`config.mk`:
```
export PLATFORM = sky130hd
export DESIGN_NAME = regwrite_buffer_flat
export DESIGN_NICKNAME = d
export VERILOG_FILES = /design/src/rtl/regwrite_buffer_if.sv /design/src/rtl/regwrite_buffer.sv /design/src/flat_wrapper.sv
export SDC_FILE = /design/constraint.sdc
export NUM_CORES = 1
export LEC_CHECK = 0
export CORE_MARGIN = 2
export CORE_UTILIZATION = 31
export CTS_CLUSTER_DIAMETER = 60
export CTS_CLUSTER_SIZE = 10
export DETAILED_ROUTE_END_ITERATION = 7
export GPL_TIMING_DRIVEN = 0
export PLACE_DENSITY_LB_ADDON = 0.2
export SETUP_SLACK_MARGIN = 0.15
export SLEW_MARGIN = 20
export SYNTH_ARGS = -nofsm -noshare
export SYNTH_HDL_FRONTEND = slang
export SYNTH_SLANG_ARGS = --single-unit
```
`constraint.sdc`:
```
create_clock -name Clock -period 6.19 [get_ports Clock]
set_clock_uncertainty 0.15 [all_clocks]
set_input_delay 0.9285 -clock Clock [delete_from_list [all_inputs] [get_ports Clock]]
set_output_delay 0.9285 -clock Clock [all_outputs]
set_load 0.005 [all_outputs]
```
`src/rtl/regwrite_buffer_if.sv`:
```
// Request, drain and bypass-lookup signals of the register write-back buffer.
// The master modport is the surrounding pipeline; the slave modport is the buffer.
interface regwrite_buffer_if #(
  parameter int PTR_W = 2
);
  logic             in_valid;
  logic             in_ready;
  logic [2:0]       in_rd;
  logic [15:0]      in_data;
  logic             drain_en;
  logic             RegWrite;
  logic [2:0]       RD;
  logic [15:0]      WriteData;
  logic [2:0]       RS;
  logic [2:0]       RT;
  logic             hit_rs;
  logic             hit_rt;
  logic [15:0]      fwd_rs;
  logic [15:0]      fwd_rt;
  logic [PTR_W:0]   count;
  logic             empty;
  logic             full;

  modport master (
    output in_valid, in_rd, in_data, drain_en, RS, RT,
    input  in_ready, RegWrite, RD, WriteData, hit_rs, hit_rt, fwd_rs, fwd_rt,
           count, empty, full
  );

  modport slave (
    input  in_valid, in_rd, in_data, drain_en, RS, RT,
    output in_ready, RegWrite, RD, WriteData, hit_rs, hit_rt, fwd_rs, fwd_rt,
           count, empty, full
  );
endinterface

```
`src/rtl/regwrite_buffer.sv`:
```
// FIFO of pending register-file writes, drained one per enabled cycle, with a
// combinational youngest-match bypass for the two operand read indices.
module regwrite_buffer #(
  parameter int DEPTH = 4,
  parameter int PTR_W = 2
) (
  input  logic                Clock,
  input  logic                Reset,
  regwrite_buffer_if.slave    bus
);

  logic [15:0]      data_q [DEPTH];
  logic [15:0]      data_d [DEPTH];
  logic [2:0]       rd_q   [DEPTH];
  logic [2:0]       rd_d   [DEPTH];
  logic [DEPTH-1:0] valid_q, valid_d;
  logic [PTR_W-1:0] wr_ptr_q, wr_ptr_d;
  logic [PTR_W-1:0] rd_ptr_q, rd_ptr_d;
  logic [PTR_W:0]   count_q, count_d;

  logic             full, empty, push, pop;
  logic             hit_rs, hit_rt;
  logic [15:0]      fwd_rs, fwd_rt;
  logic [PTR_W-1:0] idx;

  assign empty = (count_q == '0);
  assign full  = (count_q == (PTR_W+1)'(DEPTH));
  assign push  = bus.in_valid && !full;
  assign pop   = !empty && bus.drain_en;

  assign bus.in_ready  = !full;
  assign bus.RegWrite  = pop;
  assign bus.RD        = rd_q[rd_ptr_q];
  assign bus.WriteData = data_q[rd_ptr_q];
  assign bus.count     = count_q;
  assign bus.empty     = empty;
  assign bus.full      = full;
  assign bus.hit_rs    = hit_rs;
  assign bus.hit_rt    = hit_rt;
  assign bus.fwd_rs    = fwd_rs;
  assign bus.fwd_rt    = fwd_rt;

  always_comb begin
    data_d   = data_q;
    rd_d     = rd_q;
    valid_d  = valid_q;
    wr_ptr_d = wr_ptr_q;
    rd_ptr_d = rd_ptr_q;
    count_d  = count_q;
    // Push and pop never hit the same slot: that needs full or empty, both excluded.
    if (pop) begin
      valid_d[rd_ptr_q] = 1'b0;
      rd_ptr_d          = rd_ptr_q + 1'b1;
    end
    if (push) begin
      data_d[wr_ptr_q]  = bus.in_data;
      rd_d[wr_ptr_q]    = bus.in_rd;
      valid_d[wr_ptr_q] = 1'b1;
      wr_ptr_d          = wr_ptr_q + 1'b1;
    end
    case ({push, pop})
      2'b10:   count_d = count_q + 1'b1;
      2'b01:   count_d = count_q - 1'b1;
      default: count_d = count_q;
    endcase
  end

  // Walk oldest to youngest from the head so the last match wins.
  always_comb begin
    hit_rs = 1'b0;
    hit_rt = 1'b0;
    fwd_rs = '0;
    fwd_rt = '0;
    idx    = '0;
    for (int k = 0; k < DEPTH; k++) begin
      idx = rd_ptr_q + PTR_W'(k);
      if (valid_q[idx] && rd_q[idx] == bus.RS) begin
        hit_rs = 1'b1;
        fwd_rs = data_q[idx];
      end
      if (valid_q[idx] && rd_q[idx] == bus.RT) begin
        hit_rt = 1'b1;
        fwd_rt = data_q[idx];
      end
    end
  end

  always_ff @(posedge Clock or posedge Reset) begin
    if (Reset) begin
      valid_q  <= '0;
      wr_ptr_q <= '0;
      rd_ptr_q <= '0;
      count_q  <= '0;
    end else begin
      valid_q  <= valid_d;
      wr_ptr_q <= wr_ptr_d;
      rd_ptr_q <= rd_ptr_d;
      count_q  <= count_d;
    end
  end

  // Payload storage is qualified by valid_q, so it carries no reset.
  always_ff @(posedge Clock) begin
    data_q <= data_d;
    rd_q   <= rd_d;
  end

endmodule
```
`src/flat_wrapper.sv`:
```
// flat-port wrapper written by rule: the top's interface ports become plain ports
module regwrite_buffer_flat 
#(
  parameter int DEPTH = 4,
  parameter int PTR_W = 2
)
  (Clock, Reset, bus_in_valid, bus_in_rd, bus_in_data, bus_drain_en, bus_RS, bus_RT, bus_in_ready, bus_RegWrite, bus_RD, bus_WriteData, bus_hit_rs, bus_hit_rt, bus_fwd_rs, bus_fwd_rt, bus_count, bus_empty, bus_full);
  regwrite_buffer_if #(.PTR_W(PTR_W)) bus_i ();
  input  logic Clock;
  input  logic Reset;
  input wire logic [$bits(bus_i.in_valid)-1:0] bus_in_valid;
  input wire logic [$bits(bus_i.in_rd)-1:0] bus_in_rd;
  input wire logic [$bits(bus_i.in_data)-1:0] bus_in_data;
  input wire logic [$bits(bus_i.drain_en)-1:0] bus_drain_en;
  input wire logic [$bits(bus_i.RS)-1:0] bus_RS;
  input wire logic [$bits(bus_i.RT)-1:0] bus_RT;
  output wire logic [$bits(bus_i.in_ready)-1:0] bus_in_ready;
  output wire logic [$bits(bus_i.RegWrite)-1:0] bus_RegWrite;
  output wire logic [$bits(bus_i.RD)-1:0] bus_RD;
  output wire logic [$bits(bus_i.WriteData)-1:0] bus_WriteData;
  output wire logic [$bits(bus_i.hit_rs)-1:0] bus_hit_rs;
  output wire logic [$bits(bus_i.hit_rt)-1:0] bus_hit_rt;
  output wire logic [$bits(bus_i.fwd_rs)-1:0] bus_fwd_rs;
  output wire logic [$bits(bus_i.fwd_rt)-1:0] bus_fwd_rt;
  output wire logic [$bits(bus_i.count)-1:0] bus_count;
  output wire logic [$bits(bus_i.empty)-1:0] bus_empty;
  output wire logic [$bits(bus_i.full)-1:0] bus_full;
  assign bus_i.in_valid = bus_in_valid;
  assign bus_i.in_rd = bus_in_rd;
  assign bus_i.in_data = bus_in_data;
  assign bus_i.drain_en = bus_drain_en;
  assign bus_i.RS = bus_RS;
  assign bus_i.RT = bus_RT;
  assign bus_in_ready = bus_i.in_ready;
  assign bus_RegWrite = bus_i.RegWrite;
  assign bus_RD = bus_i.RD;
  assign bus_WriteData = bus_i.WriteData;
  assign bus_hit_rs = bus_i.hit_rs;
  assign bus_hit_rt = bus_i.hit_rt;
  assign bus_fwd_rs = bus_i.fwd_rs;
  assign bus_fwd_rt = bus_i.fwd_rt;
  assign bus_count = bus_i.count;
  assign bus_empty = bus_i.empty;
  assign bus_full = bus_i.full;
  regwrite_buffer #(.DEPTH(DEPTH), .PTR_W(PTR_W)) u_core (.Clock(Clock), .Reset(Reset), .bus(bus_i));
endmodule
```
==> key figures <==
Timing
  – Slew of the pin with the lowest slew margin: 0.985 ns
  – Setup ws final: 0.266 ns
  – Hold Fails Final Rpt: 0
  – Crit share post-route: 0.957
  – Final setup vio count: 0
  – Fmax: 0.169 GHz
  – Tmin final: 5.92 ns
  – RSZ-0062 raised after global routing: no
  – Final Max Tran Viols: 0
  – Slew HR: 0.343

Worst setup path
  – Slowest cell on the critical path: clkdlybuf4s50_1
  – Crit path DAT: 4.85 ns
  – CP bufs+invs: 7
  – CP endpoint kind: primary output
  – Crit-path cells: buf_6, clkbuf_4, inv_1, ha_1, buf_2, mux4_2, clkbuf_1, clkbuf_1, nand2_1, o21ai_0, a21oi_1, o31ai_1, clkdlybuf4s50_1
  – Reg2Reg Depth: 10
  – Crit-path max cell delay: 0.59 ns
  – Startpoint Class: flop
  – Reg2Reg Setup Slack: 2.63 ns
  – R2r startpoint: u_core.rd_ptr_q[1]$_DFFE_PP0N_
  – Data required time of the worst path: 5.11 ns
  – CP most frequent cell: clkbuf_1
  – Critical path class: reg2out
  – Crit-path max FO: 19
  – Delay-heaviest family, CP: buffers and inverters
  – Reg-to-reg endpoint: u_core.rd_ptr_q[1]$_DFFE_PP0N_

Floorplan
  – Die Wd: 146 um
  – Starting Density: 0.317
  – # rows: 51
  – Number of top-level pins: 89
  – Chip Height: 146 um
  – Core area: 19,600 sq um
  – DIE AREA: 21,200 sq um

Drt
  – Detailed Route Iter0 Violations: 428
  – Post-DRT Antenna Nets: 0
  – Wire per inst: 24.3 um
  – Vias per cell: 5.81
  – DRC viols: 0
  – Drt pass-1 iters: 6
  – Routed vias: 4,739
  – Routed WL: 19,800 um

Clock network
  – Sink Count: 87
  – H-tree depth: 3
  – Root buffer cell: clkbuf_16
  – Clock transition at the registers of the reported paths: 0.06 ns
  – Num CTS Buffers: 9
  – Clk Latency, worst-skew pair: 0.35 ns
  – TritonCTS clock tree: done
  – Bufs on Longest Clock Path: 2
  – Hold buffer count at CTS: 0

Pwr
  – Static Leak: 2.55 nW
  – Pwr Density: 672 nW/um^2
  – Worst VDD drop: 0.188 mV
  – Final Total Pwr: 5.16 mW

Global routing
  – Global-route wire length before repair: 29,500 um
  – Routing usage on met3: 0.0317
  – Total grt overflow: 0
  – Tot GR Track Use: 0.185
  – Pin count of the biggest net entering global routing: 21
  – Busiest grt layer: met2
  – M2 GR Usage: 0.307
  – Initial antenna violation count: 0
  – Vias in the first global route: 4,933
  – GRT met1 Usage: 0.234

Synthesis
  – Synth Register Bits: 87
  – Top cells by area, synth: edfxtp_1 (37%), mux4_2 (29%), dfrtp_1 (4.4%), nand2_1 (3.4%), xnor2_1 (3.4%)
  – Yosys warnings: 0
  – Syn Nets: 491
  – Post-Syn Area: 6220 sq um
  – Largest area contributor in the synthesized netlist: edfxtp_1
  – Synth Instances: 452
  – Syn_area_per_cell: 13.8 sq um
  – Post-synthesis cell type count: 38
  – Sequential-to-total area share from yosys stat: 0.411
  – Post-synth top area share: 0.367

Cells and area
  – # diodes: 0
  – Area Growth Syn to Fin: 23.3%
  – Layout fillers: 1,822
  – Fin cells: 816
  – Post-layout nets: 585
  – Cell area after layout: 7670 sq um
  – Layout cells sized above 1: 0.245

Flow run
  – Max-cap viol count: 0

Hold path
  – Min-Delay Path Class: reg2reg
  – WHS Endpoint: u_core.bus.count[2]$_DFFE_PP0P_
  – Worst Hold Launch: u_core.bus.count[2]$_DFFE_PP0P_
  – Min-Delay Path Depth: 1

Placed design
  – Final HPWL DP: 13,800 um
  – Post-place setup slack: -0.789 ns
  – Placed Instances: 801
  – PortBufs: 84
  – Placer congestion estimate: 0.905
  – Area after DPL: 7400 sq um

Outcome
  – Status: complete, no violations
[how the worst max path moves through the flow]
stage | startpoint | end | slack, ns | depth (start not counted)
2_1_floorplan | u_core.rd_ptr_q[1]$_DFFE_PP0N_ | bus_fwd_rs[10] | 1.50 | 14
6_report | u_core.rd_ptr_q[1]$_DFFE_PP0N_ | bus_fwd_rs[6] | 0.27 | 13
4_1_cts | u_core.rd_ptr_q[1]$_DFFE_PP0N_ | bus_fwd_rs[6] | 0.22 | 13
5_1_grt | u_core.rd_ptr_q[1]$_DFFE_PP0N_ | bus_fwd_rs[15] | 0.15 | 14
3_3_place_gp | u_core.rd_ptr_q[1]$_DFFE_PP0N_ | bus_fwd_rs[15] | -0.77 | 15
3_5_place_dp | u_core.rd_ptr_q[1]$_DFFE_PP0N_ | bus_fwd_rs[15] | -0.79 | 15
[Yosys cell counts]
cell type,n
nor3_2,1
inv_2,1
a21oi_1,16
ha_1,9
xor2_1,4
fa_1,1
o221a_1,16
edfxtp_1,76
xnor2_1,24
xnor2_2,3
and3_1,4
nand2_1,57
o21ba_1,1
dfrtp_1,11
o211ai_1,1
nand4_4,1
and4_1,3
buf_4,5
nor2_1,19
o221ai_1,16
buf_6,5
o211a_1,1
nor3_1,3
o21ai_0,17
nor2b_4,1
o31ai_1,16
inv_1,10
o21ai_1,2
and2_1,1
nand3_1,2
buf_1,3
a21o_1,4
nand4_1,2
mux4_2,80
mux2i_1,5
nor2b_1,1
clkbuf_1,14
buf_2,16
[sequential cells by signal (all words and copies together), names as in the netlist]
| register | flops |
|---|---|
| u_core.data_q | 64 |
| u_core.rd_q | 12 |
| u_core.valid_q | 4 |
| u_core.bus.count | 3 |
| u_core.rd_ptr_q | 2 |
| u_core.wr_ptr_q | 2 |
[final cells by class]
class / count / area [sq um] / share of cell area
clock buffers: 11 / 233 / 0.0303
repair buffers: 84 / 841 / 0.110
flip-flops and latches: 87 / 2560 / 0.334
plain buffers: 42 / 248 / 0.0323
inverters: 11 / 41.3 / 0.00538
multi-input cells: 311 / 3390 / 0.442
well taps: 265 / 332 / 0.0432
clock inverters: 5 / 25.0 / 0.00326
[per-stage QoR]
stage / utilization / setup TNS [ns] / hold slack [ns]
finish: 0.392 / 0 / 0.367
global route: 0.392 / 0 / 0.404
CTS: 0.391 / 0 / 0.375
detailed placement: 0.378 / -18.47 / 0.362
global placement: 0.377 / -18.23 / 0.362
floorplan: - / 0 / 0.345
[kinds of logic after synthesis]
group	after synthesis	synth area share
AND/OR/NAND/NOR	95	0.0694
buffers and inverters	54	0.0449
adder cells (fa/ha/maj)	10	0.0213
flip-flops	87	0.411
AO/OA/AOI/OAI	90	0.108
XOR/XNOR	31	0.0473
multiplexers	85	0.298
[metal layers]
metal  wire length (um)  part of all wire
met1               7900              0.40
met2               9780              0.49
met5                  0                 0
met4                697             0.035
met3               1460             0.074
[what timing repair did]
item,CTS,global route
setup buffers,0,0
endpoints found under the hold margin,0,0
gates resized for setup,5,7
setup endpoints to repair,34,22
[cells in the final DEF (no fill, tap or decap), drive strengths merged]
master	netlist	routed
o21ai	19	19
o221ai	16	16
o221a	16	16
clkdlybuf4s50	0	84
and3	4	4
o21ba	1	1
mux2i	5	5
clkinvlp	0	1
o211a	1	1
xor2	4	4
mux4	80	80
nand3	2	2
nand4	3	3
nor2b	2	2
a21o	4	4
nand2	57	57
and4	3	3
ha	9	9
o31ai	16	16
clkbuf	14	25
nor2	19	19
buf	29	28
clkinv	0	4
fa	1	1
a21oi	16	16
xnor2	27	27
nor3	4	4
o211ai	1	1
and2	1	1
edfxtp	76	76
dfrtp	11	11
inv	11	11
[power by group]
part           internal, mW  switching (mW)  total, mW  leakage, nW
registers             0.795           0.120      0.915        0.824
logic                  1.89            1.86       3.75         1.61
clock network         0.268           0.221      0.489        0.124
(Power assumes the default switching activity.)
